## src/rtl/tcp_pkg.sv

```systemverilog
// Shared TCP receive-path types: payload buffer descriptors and the verdict
// record carried through the RX payload dispatch queue.
package tcp_pkg;

    localparam int FLOWID_W       = 8;
    localparam int PAYLOAD_ADDR_W = 16;
    localparam int PAYLOAD_LEN_W  = 16;

    typedef struct packed {
        logic [PAYLOAD_ADDR_W-1:0] payload_addr;
        logic [PAYLOAD_LEN_W-1:0]  payload_len;
    } payload_buf_struct;

    localparam int PAYLOAD_BUF_STRUCT_W = $bits(payload_buf_struct);

    typedef struct packed {
        logic [FLOWID_W-1:0] flowid;
        logic                accept;
        payload_buf_struct   payload_entry;
    } rx_dispatch_entry_struct;

    localparam int RX_DISPATCH_ENTRY_W = $bits(rx_dispatch_entry_struct);

    // Only accepted packets that actually carry bytes go to the commit engine.
    function automatic logic entry_is_commit(input rx_dispatch_entry_struct e);
        return e.accept && (e.payload_entry.payload_len != {PAYLOAD_LEN_W{1'b0}});
    endfunction

endpackage

```

## src/rtl/tcp_rx_dispatch_fifo.sv

```systemverilog
// In-order queue with extended pointers; ready and empty are registered so
// neither depends combinationally on the pop request.
module tcp_rx_dispatch_fifo #(
    parameter int WIDTH = 8,
    parameter int DEPTH = 4
) (
    input  logic                     clk,
    input  logic                     rst_n,
    input  logic                     wr_val,
    input  logic [WIDTH-1:0]         wr_data,
    output logic                     wr_rdy,
    output logic                     rd_val,
    output logic [WIDTH-1:0]         rd_data,
    input  logic                     rd_pop,
    output logic [$clog2(DEPTH):0]   occupancy
);

    localparam int AW = $clog2(DEPTH);

    logic [WIDTH-1:0] mem_r [DEPTH];
    logic [AW:0]      wr_ptr_r;
    logic [AW:0]      rd_ptr_r;
    logic             empty_r;
    logic             wr_rdy_r;

    logic             push_s;
    logic             pop_s;
    logic [AW:0]      wr_ptr_nxt_s;
    logic [AW:0]      rd_ptr_nxt_s;
    logic             full_nxt_s;
    logic             empty_nxt_s;

    // Next pointer values and the full/empty flags they imply.
    always_comb begin
        push_s = wr_val && wr_rdy_r;
        pop_s  = rd_pop && !empty_r;
        if (push_s) begin
            wr_ptr_nxt_s = wr_ptr_r + {{AW{1'b0}}, 1'b1};
        end else begin
            wr_ptr_nxt_s = wr_ptr_r;
        end
        if (pop_s) begin
            rd_ptr_nxt_s = rd_ptr_r + {{AW{1'b0}}, 1'b1};
        end else begin
            rd_ptr_nxt_s = rd_ptr_r;
        end
        empty_nxt_s = (wr_ptr_nxt_s == rd_ptr_nxt_s);
        full_nxt_s  = (wr_ptr_nxt_s[AW] != rd_ptr_nxt_s[AW]) &&
                      (wr_ptr_nxt_s[AW-1:0] == rd_ptr_nxt_s[AW-1:0]);
    end

    // Pointer and flag state; ready stays low until the first edge after reset.
    always_ff @(posedge clk or negedge rst_n) begin
        if (!rst_n) begin
            wr_ptr_r <= {(AW+1){1'b0}};
            rd_ptr_r <= {(AW+1){1'b0}};
            empty_r  <= 1'b1;
            wr_rdy_r <= 1'b0;
        end else begin
            wr_ptr_r <= wr_ptr_nxt_s;
            rd_ptr_r <= rd_ptr_nxt_s;
            empty_r  <= empty_nxt_s;
            wr_rdy_r <= !full_nxt_s;
        end
    end

    // Entry storage; contents are meaningless while the slot is not live.
    always_ff @(posedge clk) begin
        if (push_s) begin
            mem_r[wr_ptr_r[AW-1:0]] <= wr_data;
        end
    end

    assign wr_rdy    = wr_rdy_r;
    assign rd_val    = !empty_r;
    assign rd_data   = mem_r[rd_ptr_r[AW-1:0]];
    assign occupancy = wr_ptr_r - rd_ptr_r;

endmodule

```

## src/rtl/tcp_rx_payload_dispatch.sv

```systemverilog
// Steers queued RX verdicts in strict order to either the payload commit
// engine or the payload buffer allocator, with saturating statistics.
module tcp_rx_payload_dispatch
    import tcp_pkg::*;
#(
    parameter int QUEUE_DEPTH = 4,
    parameter int CNT_W       = 32
) (
    input  logic                          clk,
    input  logic                          rst,
    input  logic                          tcp_rx_dst_hdr_val,
    input  logic [FLOWID_W-1:0]           tcp_rx_dst_flowid,
    input  logic                          tcp_rx_dst_pkt_accept,
    input  payload_buf_struct             tcp_rx_dst_payload_entry,
    output logic                          dst_tcp_rx_hdr_rdy,
    output logic                          commit_req_val,
    output logic [FLOWID_W-1:0]           commit_req_flowid,
    output payload_buf_struct             commit_req_entry,
    input  logic                          commit_req_rdy,
    output logic                          free_req_val,
    output payload_buf_struct             free_req_entry,
    input  logic                          free_req_rdy,
    output logic [CNT_W-1:0]              stat_commit_cnt,
    output logic [CNT_W-1:0]              stat_free_cnt,
    output logic [$clog2(QUEUE_DEPTH):0]  queue_occupancy
);

    localparam int QW = RX_DISPATCH_ENTRY_W + 1;

    rx_dispatch_entry_struct wr_entry_s;
    rx_dispatch_entry_struct head_entry_s;
    logic [QW-1:0]           wr_word_s;
    logic [QW-1:0]           head_word_s;
    logic                    head_val_s;
    logic                    head_is_commit_s;
    logic                    commit_hs_s;
    logic                    free_hs_s;
    logic                    pop_s;
    logic [CNT_W-1:0]        stat_commit_cnt_r;
    logic [CNT_W-1:0]        stat_free_cnt_r;

    // The class bit is computed once at push and stored with the entry.
    always_comb begin
        wr_entry_s.flowid        = tcp_rx_dst_flowid;
        wr_entry_s.accept        = tcp_rx_dst_pkt_accept;
        wr_entry_s.payload_entry = tcp_rx_dst_payload_entry;
        wr_word_s                = {entry_is_commit(wr_entry_s), wr_entry_s};
    end

    tcp_rx_dispatch_fifo #(
        .WIDTH (QW),
        .DEPTH (QUEUE_DEPTH)
    ) u_fifo (
        .clk       (clk),
        .rst_n     (rst),
        .wr_val    (tcp_rx_dst_hdr_val),
        .wr_data   (wr_word_s),
        .wr_rdy    (dst_tcp_rx_hdr_rdy),
        .rd_val    (head_val_s),
        .rd_data   (head_word_s),
        .rd_pop    (pop_s),
        .occupancy (queue_occupancy)
    );

    assign head_is_commit_s = head_word_s[QW-1];
    assign head_entry_s     = head_word_s[QW-2:0];

    assign commit_req_val    = head_val_s && head_is_commit_s;
    assign free_req_val      = head_val_s && !head_is_commit_s;
    assign commit_req_flowid = head_entry_s.flowid;
    assign commit_req_entry  = head_entry_s.payload_entry;
    assign free_req_entry    = head_entry_s.payload_entry;

    assign commit_hs_s = commit_req_val && commit_req_rdy;
    assign free_hs_s   = free_req_val && free_req_rdy;
    assign pop_s       = commit_hs_s || free_hs_s;

    // Saturating handshake counters.
    always_ff @(posedge clk or negedge rst) begin
        if (!rst) begin
            stat_commit_cnt_r <= {CNT_W{1'b0}};
            stat_free_cnt_r   <= {CNT_W{1'b0}};
        end else begin
            if (commit_hs_s && (stat_commit_cnt_r != {CNT_W{1'b1}})) begin
                stat_commit_cnt_r <= stat_commit_cnt_r + {{(CNT_W-1){1'b0}}, 1'b1};
            end
            if (free_hs_s && (stat_free_cnt_r != {CNT_W{1'b1}})) begin
                stat_free_cnt_r <= stat_free_cnt_r + {{(CNT_W-1){1'b0}}, 1'b1};
            end
        end
    end

    assign stat_commit_cnt = stat_commit_cnt_r;
    assign stat_free_cnt   = stat_free_cnt_r;

endmodule

```

## config.mk

```make
export PLATFORM = sky130hd
export DESIGN_NAME = tcp_rx_payload_dispatch
export DESIGN_NICKNAME = d
export VERILOG_FILES = /design/src/rtl/tcp_pkg.sv /design/src/rtl/tcp_rx_dispatch_fifo.sv /design/src/rtl/tcp_rx_payload_dispatch.sv
export SDC_FILE = /design/constraint.sdc
export NUM_CORES = 1
export LEC_CHECK = 0
export CELL_PAD_IN_SITES_DETAIL_PLACEMENT = 0
export CELL_PAD_IN_SITES_GLOBAL_PLACEMENT = 1
export CORE_MARGIN = 5
export CORE_UTILIZATION = 39
export CTS_CLUSTER_SIZE = 14
export DETAILED_ROUTE_END_ITERATION = 8
export PLACE_DENSITY = 0.74
export SETUP_SLACK_MARGIN = 0.02
export SKIP_CTS_REPAIR_TIMING = 1
export SLEW_MARGIN = 20
export SYNTH_ARGS = -nofsm -noshare
export SYNTH_HDL_FRONTEND = slang
export SYNTH_HIERARCHICAL = 1
export SYNTH_SLANG_ARGS = --single-unit
```

## constraint.sdc

```tcl
create_clock -name clk -period 2.4 [get_ports clk]
set_input_delay 0.72 -clock clk [delete_from_list [all_inputs] [get_ports clk]]
set_output_delay 0.72 -clock clk [all_outputs]
set_load 0.02 [all_outputs]
```

# [Word-level counts from Yosys, hierarchy flattened]
# Memories as Yosys holds them, arrays and structs flattened.
# Index checks and enable logic that the tools add are counted.
[op_classes] addsub=5 eq_ne=5 n_reduce_logical=15 muxes=4
[op_table] op="$add A32 B1 Y32 const B" n=2
[op_table] op="$ne A32 B32 Y1 const B" n=2
[op_table] op="$reduce_bool A16 Y1" n=1
[op_table] op="$logic_and A1 B1 Y1" n=10
[op_table] op="$add A3 B1 Y3 const B" n=2
[op_table] op="$mux W3" n=2
[op_table] op="$eq A3 B3 Y1" n=1
[op_table] op="$logic_not A1 Y1" n=3
[op_table] op="$sub A3 B3 Y3" n=1
[op_table] op="$eq A2 B2 Y1" n=1
[op_table] op="$mux W1" n=2
[op_table] op="$logic_or A1 B1 Y1" n=1
[op_table] op="$ne A1 B1 Y1" n=1
[totals] inputBits=46 mem_bits_rw=168 reg_bits=72 memories=1
[memory_table] name="u_fifo.mem_r" depth=4 width=42 rd=1 rd_ports_with_merged_regs=0 wr=1 line_no="tcp_rx_dispatch_fifo.sv:20" source="logic [WIDTH-1:0] mem_r [DEPTH];"

# [Depth between registers and ports, before layout]
# An unclocked memory read counts as a cell.
[depth] word_depth=10 ltp_mapped=9 ltp_nobuf=8

# [Hierarchy]
# Netlist, hierarchy kept.
[modules_own_cells] module="tcp_rx_dispatch_fifo" n_inst=1 area_each_um2=6558.8 cells_per_inst=264
[modules_own_cells] module="tcp_rx_payload_dispatch" n_inst=1 area_each_um2=3348.2 cells_per_inst=316

# [Worst setup path before layout]
# Ideal clock, no wire load.
[synth_path] path_kind="flip-flop to flip-flop" start="reg u_fifo.rd_ptr_r[0]" end="reg u_fifo.empty_r" arrival_time_ns=2.274 path_stages_with_launch=10 n_path_buf=1 path_slack_ns=0.048 synth_period_minus_slack_ns=2.352 cell_sequence="dfrtp_1 buf_2 mux4_2 nor2b_1 nand2_1 nand2_1 nand3b_1 xnor2_1 xor2_1 and3b_1"
[synth_via] elab_chain_cells=8 word_cells_on_any_way=11 classes_between="add/sub: 1; eq/ne: 1; mux: 1; reduce/logical: 7; memory: 1"
[synth_rtl] element="from (decl)" line_no="tcp_rx_dispatch_fifo.sv:22" source="logic [AW:0] rd_ptr_r;"
[synth_rtl] element="from (signal assigned)" line_no="tcp_rx_dispatch_fifo.sv:56" source="rd_ptr_r <= {(AW+1){1'b0}};"
[synth_rtl] element="from (signal assigned)" line_no="tcp_rx_dispatch_fifo.sv:61" source="rd_ptr_r <= rd_ptr_nxt_s;"
[synth_rtl] element="$mem_v2 Z4 W42"
[synth_rtl] element="named net head_word_s[41]" line_no="tcp_rx_payload_dispatch.sv:33" source="logic [QW-1:0] head_word_s;"
[synth_rtl] element="$logic_not A1 Y1" line_no="tcp_rx_payload_dispatch.sv:69" source="assign free_req_val = head_val_s && !head_is_commit_s;"
[synth_rtl] element="$logic_and A1 B1 Y1" line_no="tcp_rx_payload_dispatch.sv:69"
[synth_rtl] element="named net free_req_val" line_no="tcp_rx_payload_dispatch.sv:20" source="output logic free_req_val,"
[synth_rtl] element="$logic_and A1 B1 Y1" line_no="tcp_rx_payload_dispatch.sv:75" source="assign free_hs_s = free_req_val && free_req_rdy;"
[synth_rtl] element="$logic_or A1 B1 Y1" line_no="tcp_rx_payload_dispatch.sv:76" source="assign pop_s = commit_hs_s || free_hs_s;"
[synth_rtl] element="named net pop_s" line_no="tcp_rx_payload_dispatch.sv:38" source="logic pop_s;"
[synth_rtl] element="$logic_and A1 B1 Y1" line_no="tcp_rx_dispatch_fifo.sv:36" source="pop_s = rd_pop && !empty_r;"
[synth_rtl] element="$mux W3" line_no="tcp_rx_dispatch_fifo.sv:42" source="if (pop_s) begin"
[synth_rtl] element="named net u_fifo.rd_ptr_nxt_s[2]" line_no="tcp_rx_dispatch_fifo.sv:29" source="logic [AW:0] rd_ptr_nxt_s;"
[synth_rtl] element="$eq A3 B3 Y1" line_no="tcp_rx_dispatch_fifo.sv:47" source="empty_nxt_s = (wr_ptr_nxt_s == rd_ptr_nxt_s);"
[synth_rtl] element="named net u_fifo.empty_nxt_s" line_no="tcp_rx_dispatch_fifo.sv:31" source="logic empty_nxt_s;"
[synth_rtl] element="to (signal assigned)" line_no="tcp_rx_dispatch_fifo.sv:62" source="empty_r <= empty_nxt_s;"
[synth_rtl] element="to (decl)" line_no="tcp_rx_dispatch_fifo.sv:23" source="logic empty_r;"
# The timed path passes the listed nets, and every way through them passes these cells.
# A chain may end at the register's enable or synchronous reset.

# [Worst setup path in the final report]
[layout_path] start="reg u_fifo.rd_ptr_r[0]" end="out queue_occupancy[2]"
[layout_via] elab_chain_cells=1
[layout_rtl] element="$sub A3 B3 Y3" line_no="tcp_rx_dispatch_fifo.sv:77" source="assign occupancy = wr_ptr_r - rd_ptr_r;"
[layout_rtl] element="to (decl)" line_no="tcp_rx_payload_dispatch.sv:25" source="output logic [$clog2(QUEUE_DEPTH):0] queue_occupancy"
# No other way between the ends.

==> insert_results.sql <==
INSERT INTO impl_metrics (metric_group, metric, value, unit) VALUES
('drt', 'drtIter0Drc', '285', ''),
('drt', 'routed_wl', '21800', 'µm'),
('power', 'pwr_density_cell', '1160', 'nW/µm²'),
('power', 'fin_total_pwr', '15600', 'µW'),
('cts', 'cts.sink_count', '236', ''),
('sta', 'tightest_slew', '0.521', 'ns'),
('floorplan', 'dieArea', '28300', 'µm²'),
('sta', 'final_slew_violations', '0', ''),
('worst_setup_path', 'worst-endpoint-required', '1.68', 'ns'),
('cts', 'clock_insertion_delay_worst_skew', '0.52', 'ns'),
('power', 'power_leakage', '0.00571', 'µW'),
('cells_and_area', 'drive_gt1_share', '32.1', '%'),
('floorplan', 'die_height', '168', 'µm'),
('worst_setup_path', 'maximum_single_stage_delay_on_the_critical_path', '0.49', 'ns'),
('worst_setup_path', 'criticalPathCategory', 'reg -> out', ''),
('worst_setup_path', 'path_max_fanout', '2', ''),
('cells_and_area', 'area.growth.synth_to_final', '37.6', '%'),
('placed_design', 'detailedPlacementHpwl', '14200', 'µm'),
('sta', 'finalSetupViolations', '82', ''),
('sta', 'timing.final.hold_violations', '0', ''),
('cells_and_area', 'nFillCells', '2025', ''),
('worst_hold_path', 'holdCritPathClass', 'in -> async', ''),
('global_route', 'grt_pass1_wl', '34300', 'µm'),
('synth', 'synthCells', '575', ''),
('worst_setup_path', 'critPathLaunchType', 'flop', ''),
('sta', 'min_period_over_period', '115', '%'),
('worst_setup_path', 'critPathTopFamily', 'adder cells', ''),
('cts', 'clk_pin_slew', '0.06', 'ns'),
('cts', 'max-clock-path-buffers', '3', ''),
('global_route', 'pin_count_of_the_biggest_net_entering_global_routing', '73', ''),
('drt', 'num_vias', '5797', ''),
('floorplan', 'die_x', '168', 'µm'),
('floorplan', 'rows', '58', ''),
('worst_setup_path', 'worst-r2r-setup-slack', '-0.01', 'ns'),
('placed_design', 'gp_congestion', '0.833', ''),
('floorplan', 'floorplan.core_area', '24900', 'µm²'),
('worst_setup_path', 'worst-endpoint-arrival', '2.04', 'ns'),
('cts', 'htree_levels', '1', ''),
('worst_setup_path', 'critPathCaptureType', 'output pin', ''),
('cells_and_area', 'finish.cell_count_without_fillers', '1150', ''),
('worst_setup_path', 'path_cells', 'ha_1, fa_2, xnor2_2, xnor2_1, buf_4', ''),
('worst_setup_path', 'crit_buf_inv', '1', ''),
('placed_design', 'portBuffers', '187', ''),
('cells_and_area', 'fin_nets', '855', ''),
('synth', 'post_synth.cell_area_avg', '17.0', 'µm²'),
('global_route', 'globalRoute.totalOverflow', '0', ''),
('sta', 'period_needed', '2.76', 'ns'),
('sta', 'rsz0062_at_grt', 'true', ''),
('synth', 'synth.cell_area', '9760', 'µm²'),
('synth', 'yosys_warnings', '6', ''),
('global_route', 'grt_usage', '14.9', '%'),
('sta', 'max_slew_margin', '65.1', '%'),
('sta', 'layout_setup_ws', '-0.362', 'ns'),
('sta', 'max_freq', '362', 'MHz'),
('cts', 'root_buffer', 'sky130_fd_sc_hd__clkbuf_16', ''),
('job', 'max-cap-violations', '0', ''),
('drt', 'post_drt_wl_per_cell', '18.9', 'µm'),
('cts', 'tritoncts.num_buffers', '27', ''),
('sta', 'finalClockSkew', '0.0194', 'ns'),
('cells_and_area', 'ff_latch_area', '6730', 'µm²'),
('drt', 'detail_route.vias_per_cell', '5.04', ''),
('outcome', 'failed_checks', 'negative setup slack', ''),
('cells_and_area', 'diodes', '0', ''),
('drt', 'first_pass_iters', '7', ''),
('power', 'max-vdd-ir-drop', '0.885', 'mV'),
('cts', 'cts_tree', 'done', ''),
('outcome', 'outcome', 'finished, violations left', ''),
('drt', 'route.detailed.drc', '0', ''),
('placed_design', 'dp_slack', '-0.344', 'ns'),
('floorplan', 'initial_core_util', '39.2', '%'),
('worst_setup_path', 'slowest_stage', 'sky130_fd_sc_hd__dfrtp_4', ''),
('floorplan', 'top_level_ports', '188', ''),
('synth', 'post_synth_net_total', '630', ''),
('drt', 'antenna_violating_nets_post_route', '0', ''),
('sta', 'fin_setup_tns', '-23.51', 'ns'),
('cells_and_area', 'multiInputGateArea', '2960', 'µm²'),
('global_route', 'grt_pass1_vias', '6241', ''),
('global_route', 'initial_antenna_violation_count', '0', ''),
('placed_design', 'placedCellCount', '1085', '');
[flip-flops by register name, indices dropped and copies added, names as in the netlist]
signal / cells
u_fifo/rd_ptr_r: 3
u_fifo/wr_ptr_r: 3
u_fifo/mem_r: 164
stat_free_cnt: 32
u_fifo/empty_r: 1
u_fifo/wr_rdy: 1
stat_commit_cnt: 32
[per-layer routing]
layer  wire length, µm  up-vias  global-route usage (%)  part of all wire, %
li1                  -     2634                       -                    -
met1              8950     2936                    19.3                   41
met2             10800      202                    25.1                   49
met3              1810       25                    4.67                  8.3
met4               267        0                    3.03                  1.2
met5                 0        -                       0                    0
[final timing paths]
kind | end | cells past startpoint | startpoint
max | queue_occupancy[2] | 5 | u_fifo/rd_ptr_r[0]$_DFF_PN0_
min | stat_commit_cnt[17]$_DFFE_PN0P_ | 2 | rst
max reg2reg | stat_free_cnt[21]$_DFFE_PN0P_ | 9 | u_fifo/rd_ptr_r[0]$_DFF_PN0_
min reg2reg | stat_free_cnt[13]$_DFFE_PN0P_ | 1 | stat_free_cnt[13]$_DFFE_PN0P_
max in group asynchronous | stat_free_cnt[14]$_DFFE_PN0P_ | 2 | rst
min in group clk | stat_free_cnt[13]$_DFFE_PN0P_ | 1 | stat_free_cnt[13]$_DFFE_PN0P_
[where the power goes]
group / internal (µW) / switching, µW / leakage, µW / total, µW
Sequential: 5110 / 271 / 0.00246 / 5380
Combinational: 3020 / 3400 / 0.00285 / 6420
Clock: 2250 / 1560 / 0.000402 / 3810
Total: 10400 / 5230 / 0.00571 / 15600
[cell type report]
| class | instances | share of cell area [%] |
|---|---|---|
| Inverter | 11 | 0.307 |
| Tap cell | 330 | 3.07 |
| Clock inverter | 11 | 0.680 |
| Timing Repair Buffer | 240 | 18.3 |
| Multi-Input combinational cell | 284 | 22.1 |
| Clock buffer | 38 | 5.48 |
| Sequential cell | 236 | 50.1 |
[placed cells by master, fill, tap and decap left out, types with 3 or more instances in the layout]
cell type / n
sky130_fd_sc_hd__a211oi_2: 4
sky130_fd_sc_hd__a31oi_1: 4
sky130_fd_sc_hd__and2_1: 4
sky130_fd_sc_hd__and3_1: 11
sky130_fd_sc_hd__and3_2: 5
sky130_fd_sc_hd__and4_1: 7
sky130_fd_sc_hd__buf_12: 8
sky130_fd_sc_hd__buf_2: 29
sky130_fd_sc_hd__buf_4: 34
sky130_fd_sc_hd__buf_6: 48
sky130_fd_sc_hd__clkbuf_1: 9
sky130_fd_sc_hd__clkbuf_16: 29
sky130_fd_sc_hd__clkdlybuf4s50_1: 78
sky130_fd_sc_hd__clkinv_1: 3
sky130_fd_sc_hd__dfrtp_1: 68
sky130_fd_sc_hd__dlymetal6s2s_1: 40
sky130_fd_sc_hd__edfxtp_1: 164
sky130_fd_sc_hd__ha_1: 8
sky130_fd_sc_hd__inv_1: 11
sky130_fd_sc_hd__mux2i_1: 3
sky130_fd_sc_hd__mux4_2: 41
sky130_fd_sc_hd__nand2_1: 24
sky130_fd_sc_hd__nand2_4: 7
sky130_fd_sc_hd__nand3_1: 20
sky130_fd_sc_hd__nand3_2: 8
sky130_fd_sc_hd__nand4_1: 20
sky130_fd_sc_hd__nor2_1: 10
sky130_fd_sc_hd__nor3_1: 4
sky130_fd_sc_hd__nor4_1: 6
sky130_fd_sc_hd__xnor2_1: 42
sky130_fd_sc_hd__xnor2_2: 9
sky130_fd_sc_hd__xor2_1: 15
[metrics by stage]
| stage | area [µm²] | util (%) | hold slack [ns] |
|---|---|---|---|
| global route | 13400 | 54.0 | 0.234 |
| CTS | 12900 | 52.0 | 0.223 |
| detailed placement | 12100 | 48.6 | 0.481 |
| finish | 13400 | 54.0 | 0.213 |
| global placement | 12100 | 48.6 | 0.480 |
| floorplan | 9760 | - | 0.424 |
Note: power is estimated with default switching activity, not from simulation.
